`src/rtl/imm_unit.sv`:
```
// imm_unit: 2*REG_BITS immediate register. It is parallel-loaded by the decoder or fetched little-endian from the prefetch queue.
// It is served NSHIFT bits per step, with rotate or serial write-back.
module imm_unit #(
  parameter int REG_BITS = 8,
  parameter int NSHIFT   = 2
) (
  input  logic                  clk,
  input  logic                  reset_n,
  input  logic                  imm_load,
  input  logic [2*REG_BITS-1:0] imm_value,
  input  logic                  load_imm16,
  output logic                  imm16_loaded,
  input  logic                  q_valid,
  input  logic [REG_BITS-1:0]   q_data,
  output logic                  q_pop,
  input  logic                  flush,
  input  logic                  next_imm_data,
  output logic [NSHIFT-1:0]     imm_data_in,
  input  logic                  wb_en,
  input  logic [NSHIFT-1:0]     imm8_data_out,
  output logic                  imm_aligned,
  output logic                  busy
);
  localparam int IMM_BITS = 2 * REG_BITS;
  localparam int STEPS    = IMM_BITS / NSHIFT;
  localparam int SW       = STEPS > 1 ? $clog2(STEPS) : 1;

  typedef enum logic [1:0] {IDLE, FETCH_LO, FETCH_HI, DONE} state_t;

  state_t                state_q, state_d;
  logic [IMM_BITS-1:0]   imm_q, imm_d;
  logic [SW-1:0]         step_q, step_d;
  logic [NSHIFT-1:0]     fill;

  assign busy         = state_q == FETCH_LO || state_q == FETCH_HI;
  assign q_pop        = q_valid && busy && !flush && !imm_load;
  assign imm16_loaded = state_q == DONE;
  assign imm_data_in  = imm_q[NSHIFT-1:0];
  assign imm_aligned  = step_q == '0;
  assign fill         = wb_en ? imm8_data_out : imm_q[NSHIFT-1:0];

  always_comb begin
    state_d = state_q;
    imm_d   = imm_q;
    step_d  = step_q;
    if (next_imm_data && !busy) begin
      imm_d  = {fill, imm_q[IMM_BITS-1:NSHIFT]};
      step_d = step_q == SW'(STEPS - 1) ? '0 : step_q + 1'b1;
    end
    case (state_q)
      IDLE:     state_d = load_imm16 ? FETCH_LO : IDLE;
      FETCH_LO: if (flush) state_d = IDLE;
                else if (q_pop) begin
                  imm_d[REG_BITS-1:0] = q_data;
                  state_d = FETCH_HI;
                end
      FETCH_HI: if (flush) state_d = IDLE;
                else if (q_pop) begin
                  imm_d[IMM_BITS-1:REG_BITS] = q_data;
                  step_d  = '0;
                  state_d = DONE;
                end
      default:  state_d = IDLE;
    endcase
    // Decoder load overrides fetch, flush and shift alike
    if (imm_load) begin
      imm_d   = imm_value;
      step_d  = '0;
      state_d = IDLE;
    end
  end

  always_ff @(posedge clk or negedge reset_n) begin
    if (!reset_n) begin
      state_q <= IDLE;
      imm_q   <= '0;
      step_q  <= '0;
    end else begin
      state_q <= state_d;
      imm_q   <= imm_d;
      step_q  <= step_d;
    end
  end
endmodule
```
`config.mk`:
```
export PLATFORM = sky130hd
export DESIGN_NAME = imm_unit
export DESIGN_NICKNAME = d
export VERILOG_FILES = /design/src/rtl/imm_unit.sv
export SDC_FILE = /design/constraint.sdc
export NUM_CORES = 1
export LEC_CHECK = 0
export BUFFER_PORTS_ARGS = -buffer_cell sky130_fd_sc_hd__buf_2
export CAP_MARGIN = 10
export CORE_MARGIN = 1
export CORE_UTILIZATION = 49
export CTS_BUF_LIST = sky130_fd_sc_hd__clkbuf_4
export CTS_CLUSTER_SIZE = 8
export DETAILED_ROUTE_END_ITERATION = 6
export PLACE_DENSITY_LB_ADDON = 0.08
export SLEW_MARGIN = 0
export SYNTH_ARGS = -nofsm -noshare
export SYNTH_HDL_FRONTEND = slang
export SYNTH_SLANG_ARGS = --single-unit
```
`constraint.sdc`:
```
create_clock -name clk -period 1.7 [get_ports clk]
set_clock_uncertainty 0.05 [all_clocks]
set_input_delay 0.17 -clock clk [delete_from_list [all_inputs] [get_ports clk]]
set_output_delay 0.17 -clock clk [all_outputs]
set_load 0.03 [all_outputs]
```
; Word-level counts from Yosys, hierarchy flattened
; Cells that the tools add are included.
[totals]
inputBits = 34
register_bits = 21
word_cells = 43
out_inout_bits = 6
[classes]
add_sub_neg = 1
reduce_logical = 11
eq_ne = 6
n_mux = 22
[op_table]
columns = cell, n
row1 = $mux W8, 6
row2 = $mux W16, 2
row3 = $mux W3, 6
row4 = $mux W2, 6
row5 = $ne A4 B4 Y1 const B, 2
row6 = $pmux W2 S3, 1
row7 = $eq A2 B2 Y1 const B, 2
row8 = $logic_and A1 B1 Y1, 4
row9 = $add A3 B1 Y3 const B, 1
row10 = $eq A3 B3 Y1 const B, 1
row11 = $logic_not A1 Y1, 3
row12 = $logic_not A3 Y1, 1
row13 = $eq A2 B1 Y1 const B, 1
row14 = $logic_not A2 Y1, 1
row15 = $reduce_and A2 Y1, 1
row16 = $logic_or A1 B1 Y1, 1
row17 = $mux W1, 1

; Logic depth before layout (Yosys ltp)
[depth]
depth_word = 9
depth_mapped = 7
ltp_nobuf = 5

; Worst setup path after synthesis
; Ideal clock, no wire load.
[synth_timing]
path_type = register to register
from = register state_q[0]
to = register imm_q[14]
path_stages_with_launch = 7
setup_slack_ns = -0.370
period_less_slack_ns = 2.070
n_path_buf = 1
setup_ns = 0.126
arrival_ns = 1.894
required_time_ns = 1.524
cell_sequence = dfrtp_1 > inv_1 > ha_1 > nand2b_4 > buf_8 > mux2_4 > a221o_1
[synth_between]
elab_chain_cells = 9
word_cells_on_any_way = 13
classes_between = eq/ne: 2 / mux: 5 / reduce/logical: 6
[synth_rtl]
columns = element, line
row1 = start: declaration, 30  ; state_t state_q, state_d;
row2 = start signal: assignment, 79  ; state_q <= state_d;
row3 = $eq A2 B1 Y1 or $eq A2 B2 Y1 (tied branches), 35  ; assign busy = state_q == FETCH_LO || state_q == FETCH_HI;
row4 = $logic_or A1 B1 Y1 (*), 35
row5 = net busy, 22  ; output logic busy
row6 = $logic_not A1 Y1 or $logic_and A1 B1 Y1 (tied branches), "46, 36"
row7 = $logic_and A1 B1 Y1 (on tied branches), "46, 36"
row8 = $mux W16 or $logic_and A1 B1 Y1 (tied branches), "46, 36"
row9 = $mux W8, 58  ; else if (q_pop) begin
row10 = $mux W8, 57  ; FETCH_HI: if (flush) state_d = IDLE;
row11 = $mux W8 (*), 50  ; case (state_q)
row12 = $mux W16 (*), 66  ; if (imm_load) begin
row13 = net imm_d[14], 31  ; logic [IMM_BITS-1:0] imm_q, imm_d;
row14 = end signal: assignment, 80  ; imm_q <= imm_d;
row15 = end: declaration, 31
; The timed path passes the listed nets; every way through them passes the cells marked *.
; A chain may end at the register's enable or synchronous reset.

; Worst setup path after layout
[layout_timing]
from = register state_q[1]
to = register imm_q[6]
[layout_between]
elab_chain_cells = 9
word_cells_on_any_way = 13
classes_between = eq/ne: 2 / mux: 5 / reduce/logical: 6
[layout_rtl]
columns = element, line
row1 = $eq A2 B1 Y1 or $eq A2 B2 Y1 (tied branches), "35, 50"
row2 = $logic_or A1 B1 Y1, 35
row3 = $logic_not A1 Y1 or $logic_and A1 B1 Y1 (tied branches), "46, 36"
row4 = $logic_and A1 B1 Y1 (on tied branches), "46, 36"
row5 = $mux W16 or $logic_and A1 B1 Y1 (tied branches), "46, 36"
row6 = $mux W8, 53  ; else if (q_pop) begin
row7 = $mux W8, 52  ; FETCH_LO: if (flush) state_d = IDLE;
row8 = $mux W8 (*), 50
row9 = $mux W16 (*), 66
row10 = net imm_d[6], 31
; Marks and branches as above.

==> metrics.cfg <==
[clock_tree]
cts_buffers=3
cts_buffer_depth=2
clock_latency_ps=300
clock_sinks=21
clkTransAtPathRegs_ps=120
cts_tree=yes
cts_root_buf=clkbuf_4
htree_levels=1

[routing]
wl_um=2970
drtIter0Drc=20
ant_nets=0
firstDrtPassIters=4
drc=0
wl_per_cell_um=14.3
via_per_inst=5.47
vias=1137

[yosys]
synth_top_cell_by_area=dfrtp_1
synthesis.area_mm2=0.00144
synth_cell_types=28
syn_nets=171
synth_xor_area_share_pct=0
synth_top_family_by_area=compound AO/OA/AOI/OAI gates
netlist_top_cells_area=dfrtp_1, mux2i_1, a221oi_2
synth_fa_ha_area_share_pct=6.10
synth-compound-area-share_pct=16.2
synth_top_cell_area_share_pct=36.6
synth_seq_cells=21
synthCells=130
avgSynthCellArea_um2=11.0
synth-warning-count=0
synth-simple-area-share_pct=15.0
synth_seq_area_share_pct=36.6
synth_mux_area_share_pct=15.6

[global_route]
grt_pass1_wl_um=5200
antenna_found_initial=0
first_global_vias=1172
grt_util_all_layers_pct=21.1
globalRouteOverflowTotal=0
grt_max_degree=22

[critical_path]
worstPathCellList=inv_2 > ha_4 > nand2b_4 > mux2_4 > a221o_1
rr_worst_depth=5
worstPathArrival_ps=1850
cp_slowest_cell=dfrtp_1
r2r-start=state_q[1]
crit_start=state_q[1]
cp-start-kind=flop
r2r_setup_slack_ps=8
crit_path_end=imm_q[6]
crit_path_end_kind=flop
crit_fanout=7
critical_path_class=flop to flop
slowest_delay_ps=390
crit_buf_inv=1
r2r_end=imm_q[6]
crit_family=flip-flops
crit_cells=5
required_ps=1850

[status]
status=finished, final reports clean

[die]
rows=19
die-area_mm2=0.00315
dieWidth_um=56.1
ios=40
die_height_um=56.1
core_mm2=0.00276
initial_core_util_pct=52.0

[placed_design]
pre_cts_slack_ps=-17.0
hpwl_um=2270
place.gp.congestion=0.754
portBuffers=39
place_area_mm2=0.00169

[pwr]
clkPwrFrac_pct=21.6
p_int_mw=0.803
switching_share_pct=30.5
power_frac_seq_pct=50.0
p_comb_share_pct=28.4
finalPower_mw=1.15
ir_drop_uv=527
p_per_area_mw_per_mm2=658
p_sw_mw=0.351
p_leak_nw=0.906

[finish]
finalNetCount=219
layout_common_cells=buf_2, dfrtp_1, mux2i_1
final_core_util_pct=63.6
layout_commonest_cell=buf_2
area_growth_pct=22.2
num_antenna_cells=0
fill_cells=246
fin_area_mm2=0.00175
drive_above_1_share_pct=45.8

[timing]
finalSetupViolCount=0
whs_ps=44.0
hold_viol=0
tightest_slew_ps=481
maxSlewViolCount=0
fmax_ghz=0.591
slew_headroom_pct=67.9
fin_ws_ps=8.14
fin_crit_sh_pct=99.5
fin_crit_ps=1690
rsz0062_at_grt=yes

[run]
drv_cap=0

[hold_path]
min-delay-start=imm_value[7]
hp-class=input port to flop

-- routing by layer --
layer,vias to the layer above,GRT usage (%),routed length (um)
met5,-,0,0
met1,542,28.5,1410
met4,0,7.32,45
met3,4,2.79,100
li1,565,-,-
met2,26,34.7,1420
-- cell type report --
| cell class | count | area, um2 | share of cell area, % |
|---|---|---|---|
| inverter | 17 | 63.8 | 3.64 |
| sequential | 21 | 526 | 30.0 |
| multi-input combinational | 82 | 790 | 45.0 |
| clock inverter | 1 | 5.00 | 0.285 |
| tap | 31 | 38.8 | 2.21 |
| clock buffer | 3 | 22.5 | 1.28 |
| timing repair buffer | 53 | 309 | 17.6 |
-- stage by stage --
| stage | cells | setup TNS (ps) |
|---|---|---|
| 4_1_cts | 208 | 0 |
| 3_3_place_gp | 202 | 0 |
| 6_report | 208 | 0 |
| 5_1_grt | 208 | -457 |
| 2_1_floorplan | 130 | -268 |
| 3_5_place_dp | 202 | -17.0 |
-- cells in the mapped netlist, drive strengths merged --
| library cell | instances |
|---|---|
| buf | 7 |
| and2 | 1 |
| nand2 | 3 |
| mux2 | 5 |
| dfrtp | 21 |
| nand4b | 2 |
| nor3b | 3 |
| nor3 | 16 |
| nand2b | 2 |
| a21oi | 1 |
| a21boi | 1 |
| a221oi | 13 |
| inv | 17 |
| a221o | 4 |
| clkbuf | 3 |
| mux2i | 16 |
| or3 | 1 |
| nand3 | 1 |
| nor2b | 3 |
| nor2 | 2 |
| ha | 7 |
| o21ba | 1 |
-- worst min-delay path, cell delays in order --
cell and delay (ps):
buf_2 90, inv_1 60, a221oi_2 50
-- state kept, by name, indices dropped and copies added (netlist names) --
| register | count |
|---|---|
| imm_q | 16 |
| state_q | 2 |
| step_q | 3 |
-- power by group through the flow --
stage	clock [mW]	sequential [mW]	combinational, mW
after floorplan	0	0.579	0.235
after global placement	0	0.586	0.310
after detailed placement	0	0.588	0.318
after CTS	0.261	0.577	0.327
after global routing	0.289	0.585	0.359
final	0.249	0.577	0.328
-- kinds of logic after synthesis --
group	Yosys count
flops	21
buf+inv	27
simple gates	34
compound gates	20
fa+ha+maj	7
mux	21
-- how the worst min path moves through the flow --
stage / cells past startpoint / slack (ps) / end
2_1_floorplan: 0 / -180 / imm_q[0]
3_3_place_gp: 1 / 110 / step_q[0]
3_5_place_dp: 1 / 120 / step_q[0]
4_1_cts: 3 / 30 / imm_q[13]
5_1_grt: 3 / 20 / imm_q[2]
6_report: 3 / 40 / imm_q[7]
-- what timing repair did --
| item | CTS | global route |
|---|---|---|
| hold buffers | 1 | 0 |
| pin swaps | 2 | 1 |
| endpoints found under the hold margin | 21 | 0 |
| setup endpoints to repair | 2 | 10 |
| resized for setup | 2 | 4 |
| buffers inserted | 1 | 0 |
No activity file was read; power rests on OpenSTA's default activity.
